<file path="src/rtl/vending_machine_param.sv">
// Vending controller: accumulates coin credit, pulses sell at PRICE, then pays remainder as serial chg pulses.
// Latency: coin sampled at an edge takes effect after that edge; all outputs registered/state-decoded.
// Backpressure: busy during vend/payout; coins then are not credited and flagged via coin_rej. Optional refund: VM_CANCEL_EN.
module vending_machine_param #(
    parameter int PRICE    = 3,
    parameter int CREDIT_W = 4
) (
    input  logic                clk,
    input  logic                rstn,
    input  logic [1:0]          coin,
    input  logic                cancel,
    output logic                sell,
    output logic                chg,
    output logic                coin_rej,
    output logic                busy,
    output logic [CREDIT_W-1:0] credit
);

    typedef enum logic [1:0] {
        IDLE   = 2'd0,
        ACCUM  = 2'd1,
        VEND   = 2'd2,
        CHANGE = 2'd3
    } state_t;

    localparam logic [CREDIT_W:0] PRICE_X = (CREDIT_W+1)'(PRICE);

    state_t              state, state_nxt;
    logic [CREDIT_W-1:0] credit_nxt;
    logic                rej_nxt;
    logic [CREDIT_W:0]   coin_val;
    logic [CREDIT_W:0]   sum;
    logic                cancel_hit;

`ifdef VM_CANCEL_EN
    assign cancel_hit = cancel && (state == ACCUM);
`else
    logic unused_cancel;
    assign unused_cancel = cancel;
    assign cancel_hit    = 1'b0;
`endif

    always_comb begin
        coin_val = '0;
        case (coin)
            2'b01:   coin_val = (CREDIT_W+1)'(1);
            2'b10:   coin_val = (CREDIT_W+1)'(2);
            2'b11:   coin_val = (CREDIT_W+1)'(10);
            default: coin_val = '0;
        endcase
    end

    // One extra bit so a 5-yuan coin on top of PRICE-1 credit cannot wrap before the compare.
    assign sum = {1'b0, credit} + coin_val;

    always_comb begin
        state_nxt  = state;
        credit_nxt = credit;
        rej_nxt    = 1'b0;
        case (state)
            IDLE, ACCUM: begin
                if (cancel_hit) begin
                    state_nxt = CHANGE;
                    rej_nxt   = (coin != 2'b00);
                end else if (coin != 2'b00) begin
                    if (sum < PRICE_X) begin
                        state_nxt  = ACCUM;
                        credit_nxt = CREDIT_W'(sum);
                    end else begin
                        state_nxt  = VEND;
                        credit_nxt = CREDIT_W'(sum - PRICE_X);
                    end
                end
            end
            VEND: begin
                rej_nxt   = (coin != 2'b00);
                state_nxt = (credit == '0) ? IDLE : CHANGE;
            end
            CHANGE: begin
                rej_nxt = (coin != 2'b00);
                if (credit == CREDIT_W'(1)) begin
                    state_nxt  = IDLE;
                    credit_nxt = '0;
                end else begin
                    credit_nxt = credit - CREDIT_W'(1);
                end
            end
            default: begin
                state_nxt  = IDLE;
                credit_nxt = '0;
            end
        endcase
    end

    always_ff @(posedge clk or negedge rstn) begin
        if (!rstn) begin
            state    <= IDLE;
            credit   <= '0;
            coin_rej <= 1'b0;
        end else begin
            state    <= state_nxt;
            credit   <= credit_nxt;
            coin_rej <= rej_nxt;
        end
    end

    assign sell = (state == VEND);
    assign chg  = (state == CHANGE);
    assign busy = (state == VEND) || (state == CHANGE);

endmodule

</file>
<file path="config.mk">
export PLATFORM = sky130hd
export DESIGN_NAME = vending_machine_param
export DESIGN_NICKNAME = d
export VERILOG_FILES = /design/src/rtl/vending_machine_param.sv
export SDC_FILE = /design/constraint.sdc
export NUM_CORES = 1
export LEC_CHECK = 0
export CAP_MARGIN = 40
export CELL_PAD_IN_SITES_DETAIL_PLACEMENT = 1
export CELL_PAD_IN_SITES_GLOBAL_PLACEMENT = 2
export CORE_MARGIN = 1.5
export CORE_UTILIZATION = 30
export DETAILED_ROUTE_END_ITERATION = 7
export PLACE_DENSITY_LB_ADDON = 0.1
export RECOVER_POWER = 100
export SLEW_MARGIN = 25
export SYNTH_ARGS = -nofsm -noshare
export SYNTH_HDL_FRONTEND = slang
export SYNTH_SLANG_ARGS = --single-unit
</file>
<file path="constraint.sdc">
create_clock -name clk -period 2.6 [get_ports clk]
set_input_delay 0.52 -clock clk [delete_from_list [all_inputs] [get_ports clk]]
set_output_delay 0.52 -clock clk [all_outputs]
set_load 0.005 [all_outputs]
</file>
-- Yosys cells after proc, flatten, opt, wreduce, memory -nomap -nowiden
Index checks and enable logic that the tools add are counted.
- bits in registers: 7
- input bits: 5
- word-level logic and storage cells: 36
- add/subtract/negate cells: 3
- magnitude comparators: 1
- equal/unequal tests: 9
- multiplexer cells: 11
- reductions and logical operators: 9
- operators with widths (kind ; number):
    $mux W4 ; 3
    $pmux W4 S3 ; 1
    $eq A2 B2 Y1 const B ; 4
    $mux W2 ; 4
    $pmux W4 S2 ; 1
    $pmux W2 S3 ; 1
    $add A4 B4 Y5 ; 1
    $lt A5 B2 Y1 const B ; 1
    $eq A2 B1 Y1 const B ; 2
    $eq A4 B1 Y1 const B ; 1
    $logic_not A4 Y1 ; 1
    $reduce_and A2 Y1 ; 2
    $reduce_bool A2 Y1 ; 2
    $reduce_or A2 Y1 ; 2
    $sub A4 B1 Y4 const B ; 1
    $sub A4 B2 Y4 const B ; 1
    $logic_not A2 Y1 ; 1
    $ne A2 B1 Y1 const B ; 1
    $ne A2 B2 Y1 const B ; 1
    $pmux W1 S2 ; 1
    $logic_or A1 B1 Y1 ; 1

-- Longest topological paths before layout
Gate-level depths: netlist of the first run.
- word-level depth: 7
- gate-level depth with buffers: 7
- depth with buffers taken out: 7

-- Least setup slack after synthesis of the first run
No wires, ideal clock.
- path type: input port to flip-flop
- start point: in coin[0]
- end point: reg credit[1]
- arrival: 2.150 ns
- data required time: 2.469 ns
- setup slack: 0.319 ns
- stages: 7
- buffers on the path: 0
- path through: nor2b_1 > ha_1 > fa_1 > a21oi_1 > o21ai_1 > o211a_1 > or3_1
- cells in the longest elaborated chain, start to end: 7
- elaborated cells on any way between the ends: 13
- ends and longest elaborated chain (item ; RTL line ; source):
    start, declared ; 10 ; input logic [1:0] coin,
    $eq A2 B2 Y1 or $eq A2 B1 Y1 (tied branches) ; 45 ; case (coin)
    $pmux W4 S3 ; 45 ;
    $add A4 B4 Y5 ; 54 ; assign sum = {1'b0, credit} + coin_val;
    $sub A4 B2 Y4 or $lt A5 B2 Y1 (tied branches) ; 71, 66 ;
    $mux W4 ; 66 ; if (sum < PRICE_X) begin
    $mux W4 ; 65 ; end else if (coin != 2'b00) begin
    $pmux W4 S2 ; 60 ; case (state)
    end signal, assigned ; 102 ; credit <= credit_nxt;
    end, declared ; 16 ; output logic [CREDIT_W-1:0] credit
Several ways; a longest one is shown, not always the timed one. The select of a mux whose other input is x is not followed.
A chain may end at the register's enable or synchronous reset.

-- Worst setup path in the final report of the first run
- start point: in coin[1]
- end point: reg credit[1]
The elaborated chain is that of the path after synthesis.

==> results.py, run 1 <==
metrics = {
    "run_status": {
        "status": "finished clean",
    },
    "timing": {
        "post-route-period-util": 0.977,
        "setup_slack_ns": 0.0604,
        "fin_skew_ns": 0.00813,
        "rsz0062_at_grt": "no",
        "fmax_mhz": 394,
        "setup_violations": 0,
        "hold_violations": 0,
        "tightest_slew_ns": 0.386,
        "relSlewSlack": 0.741,
        "fin_tns_setup_ns": 0,
        "period_needed_ns": 2.54,
        "slew_viol_final": 0,
    },
    "place": {
        "placed_cell_area_um2": 866,
        "numPortBuffers": 11,
        "dp_hpwl_mm": 1.42,
        "place.gp.congestion": 0.728,
        "pre_cts_slack_ns": -0.252,
    },
    "clock_network": {
        "htreeDepth": 1,
        "cts_buffers": 3,
        "clk_transition_reported_paths_ns": 0.06,
        "cts.path.max_buffers": 2,
        "cts.sinks": 7,
        "cts_root_buffer": "clkbuf_4",
        "insertion_delay_ns": 0.26,
        "cts_hold_buffers": 0,
        "cts_tree": "done",
    },
    "setup_path": {
        "critical_path_class": "in -> reg",
        "crit_path_top_delay_cell": "clkdlybuf4s50_1",
        "ff2ff_path_depth": 6,
        "cp.depth": 8,
        "crit_path_end_kind": "flip-flop",
        "slowest_delay_ns": 0.53,
        "reg2reg_setup_slack_ns": 0.49,
        "path_buf_inv": 2,
        "start_kind": "input pin",
        "r2r-end": "credit[1]",
        "cp_cell_sequence": "clkdlybuf4s50_1 > nor2b_4 > ha_4 > fa_1 > buf_4 > ha_1 > o211a_1 > or3_1",
        "path_delay_family": "adder cells",
        "critPathRequiredTime_ns": 2.74,
        "crit_arrival_ns": 2.68,
        "rr_startpoint": "credit[0]",
        "cp_max_fo": 3,
    },
    "route": {
        "antenna_left": 0,
        "routed_wl_mm": 1.85,
        "vias_per_cell": 5.13,
        "first_pass_iters": 4,
        "num_vias": 647,
        "wire_per_inst_um": 14.7,
        "drt_iter0_drc": 10,
        "drc": 0,
    },
    "synth": {
        "syn_inst": 78,
        "synth-seq-area-share": 0.256,
        "synth_area_um2": 683,
        "synth_fp_nets": 91,
        "yosysUniqueCellTypes": 38,
        "yosysWarnings": 0,
        "synth.avg_cell_area_um2": 8.76,
        "synthFlopType": "dfrtp_1",
        "synth_edf_count": 0,
        "ys_ff_latch": 7,
        "synth-async-reset-ratio": 1.00,
    },
    "global_route": {
        "grt_max_degree": 14,
        "grt_pass1_wl_mm": 3.16,
        "antenna_found_initial": 0,
        "grt.overflow.total": 0,
        "grtUsageTotal": 0.163,
        "grt_pass1_vias": 706,
    },
    "die": {
        "row_count": 17,
        "io_pins": 13,
        "dieArea_um2": 2570,
        "die_w_um": 50.7,
        "core_area_um2": 2190,
        "initial_utilization": 0.312,
        "die_y_um": 50.7,
    },
    "layout": {
        "multiInputGateArea_um2": 499,
        "finalInstanceArea_um2": 923,
        "drive_above_1_share": 0.204,
        "diodes": 0,
        "register_area_um2": 175,
        "syn2layout_area_growth_pct": 35.2,
        "fin_nets": 112,
        "fillers": 265,
    },
    "min_path": {
        "hp-class": "in -> async",
    },
    "job": {
        "drv_cap": 0,
    },
    "power_and_ir_drop": {
        "fin_total_pwr_mw": 1.16,
        "ir_drop_uv": 472,
        "power_density_nw_per_um2": 1260,
        "leakage_nw": 0.413,
    },
}
[synth_stat cells (all sizes together) (2+ instances only)]
library cell / number / area share
nor2b: 3 / 0.031
nand2: 8 / 0.044
a21oi: 6 / 0.044
nor2: 3 / 0.016
xnor2: 2 / 0.026
inv: 3 / 0.016
dfrtp: 7 / 0.26
ha: 7 / 0.13
nor3: 3 / 0.022
mux2: 2 / 0.038
clkbuf: 2 / 0.011
nand3: 3 / 0.022
o21ai: 5 / 0.037
o31ai: 2 / 0.022
buf: 2 / 0.022
[layout by cell type (no fill, tap or decap), drive strengths merged, types with 2 or more instances in the layout]
master	Yosys	routed
o31ai	2	2
ha	7	7
inv	3	3
nand3	3	3
mux2	2	2
nor2	3	3
clkbuf	2	7
o21ai	5	5
dfrtp	7	7
dlygate4sd3	0	7
clkdlybuf4s50	0	3
nor3	3	3
a21oi	6	6
buf	2	6
nand2	8	8
xnor2	2	2
nor2b	3	3
[repair_timing]
action / in CTS / in global routing
gates resized for setup: 0 / 8
endpoints found under the hold margin: 0 / 0
endpoints found under the setup margin: 0 / 5
buffers inserted: 0 / 1
[routing by layer]
layer / vias to the layer above / GRT usage / wire (µm)
li1: 326 / - / -
met1: 307 / 0.220 / 949
met2: 11 / 0.263 / 840
met3: 3 / 0.00893 / 30
met4: 0 / 0.0811 / 29
met5: - / 0 / 0
[state kept, by name, indices dropped and copies added, names as in the netlist]
name,cells
credit,4
coin_rej,1
state,2
[kinds of logic after synthesis]
family / Yosys count / synth area share
xor+xnor: 2 / 0.0256
mux: 3 / 0.0531
fa+ha+maj: 8 / 0.158
simple gates: 30 / 0.244
compound gates: 21 / 0.214
flops: 7 / 0.256
buf+inv: 7 / 0.0494
[where the power goes]
group          internal (mW)  switching [mW]
clock network         0.0588          0.0437
logic                  0.419           0.383
registers              0.163          0.0978
[worst max path at each step]
stage	to	from	slack (ns)
after global routing	credit[1]	coin[1]	0.002
after detailed placement	credit[1]	coin[0]	-0.25
after floorplan	credit[1]	coin[0]	0.32
after CTS	credit[1]	coin[0]	0.006
after global placement	credit[1]	coin[0]	-0.26
final	credit[1]	coin[1]	0.06
[final cells by class]
class / count / area share
clock buffers: 4 / 0.0285
repair buffers: 20 / 0.191
multi-input cells: 64 / 0.541
well taps: 28 / 0.0379
inverters: 3 / 0.0122
flip-flops and latches: 7 / 0.190
[stage by stage]
step | instances | utilization | hold slack, ns
floorplan | 78 | - | 0.224
CTS | 125 | 0.407 | 0.534
finish | 126 | 0.421 | 0.596
global route | 126 | 0.421 | 0.615
global placement | 121 | 0.395 | 0.689
detailed placement | 121 | 0.395 | 0.686
Note: power is estimated with default switching activity, not from simulation.
==> run 2: changes to the inputs <==
--- a/config.mk
+++ b/config.mk
@@ -11,6 +11,7 @@
 export CORE_MARGIN = 1.5
 export CORE_UTILIZATION = 30
 export DETAILED_ROUTE_END_ITERATION = 7
+export GPL_ROUTABILITY_DRIVEN = 0
 export PLACE_DENSITY_LB_ADDON = 0.1
 export RECOVER_POWER = 100
 export SLEW_MARGIN = 25
==> results of run 2 <==
The final DEF is identical to that of run 1; final timing and power are the same.
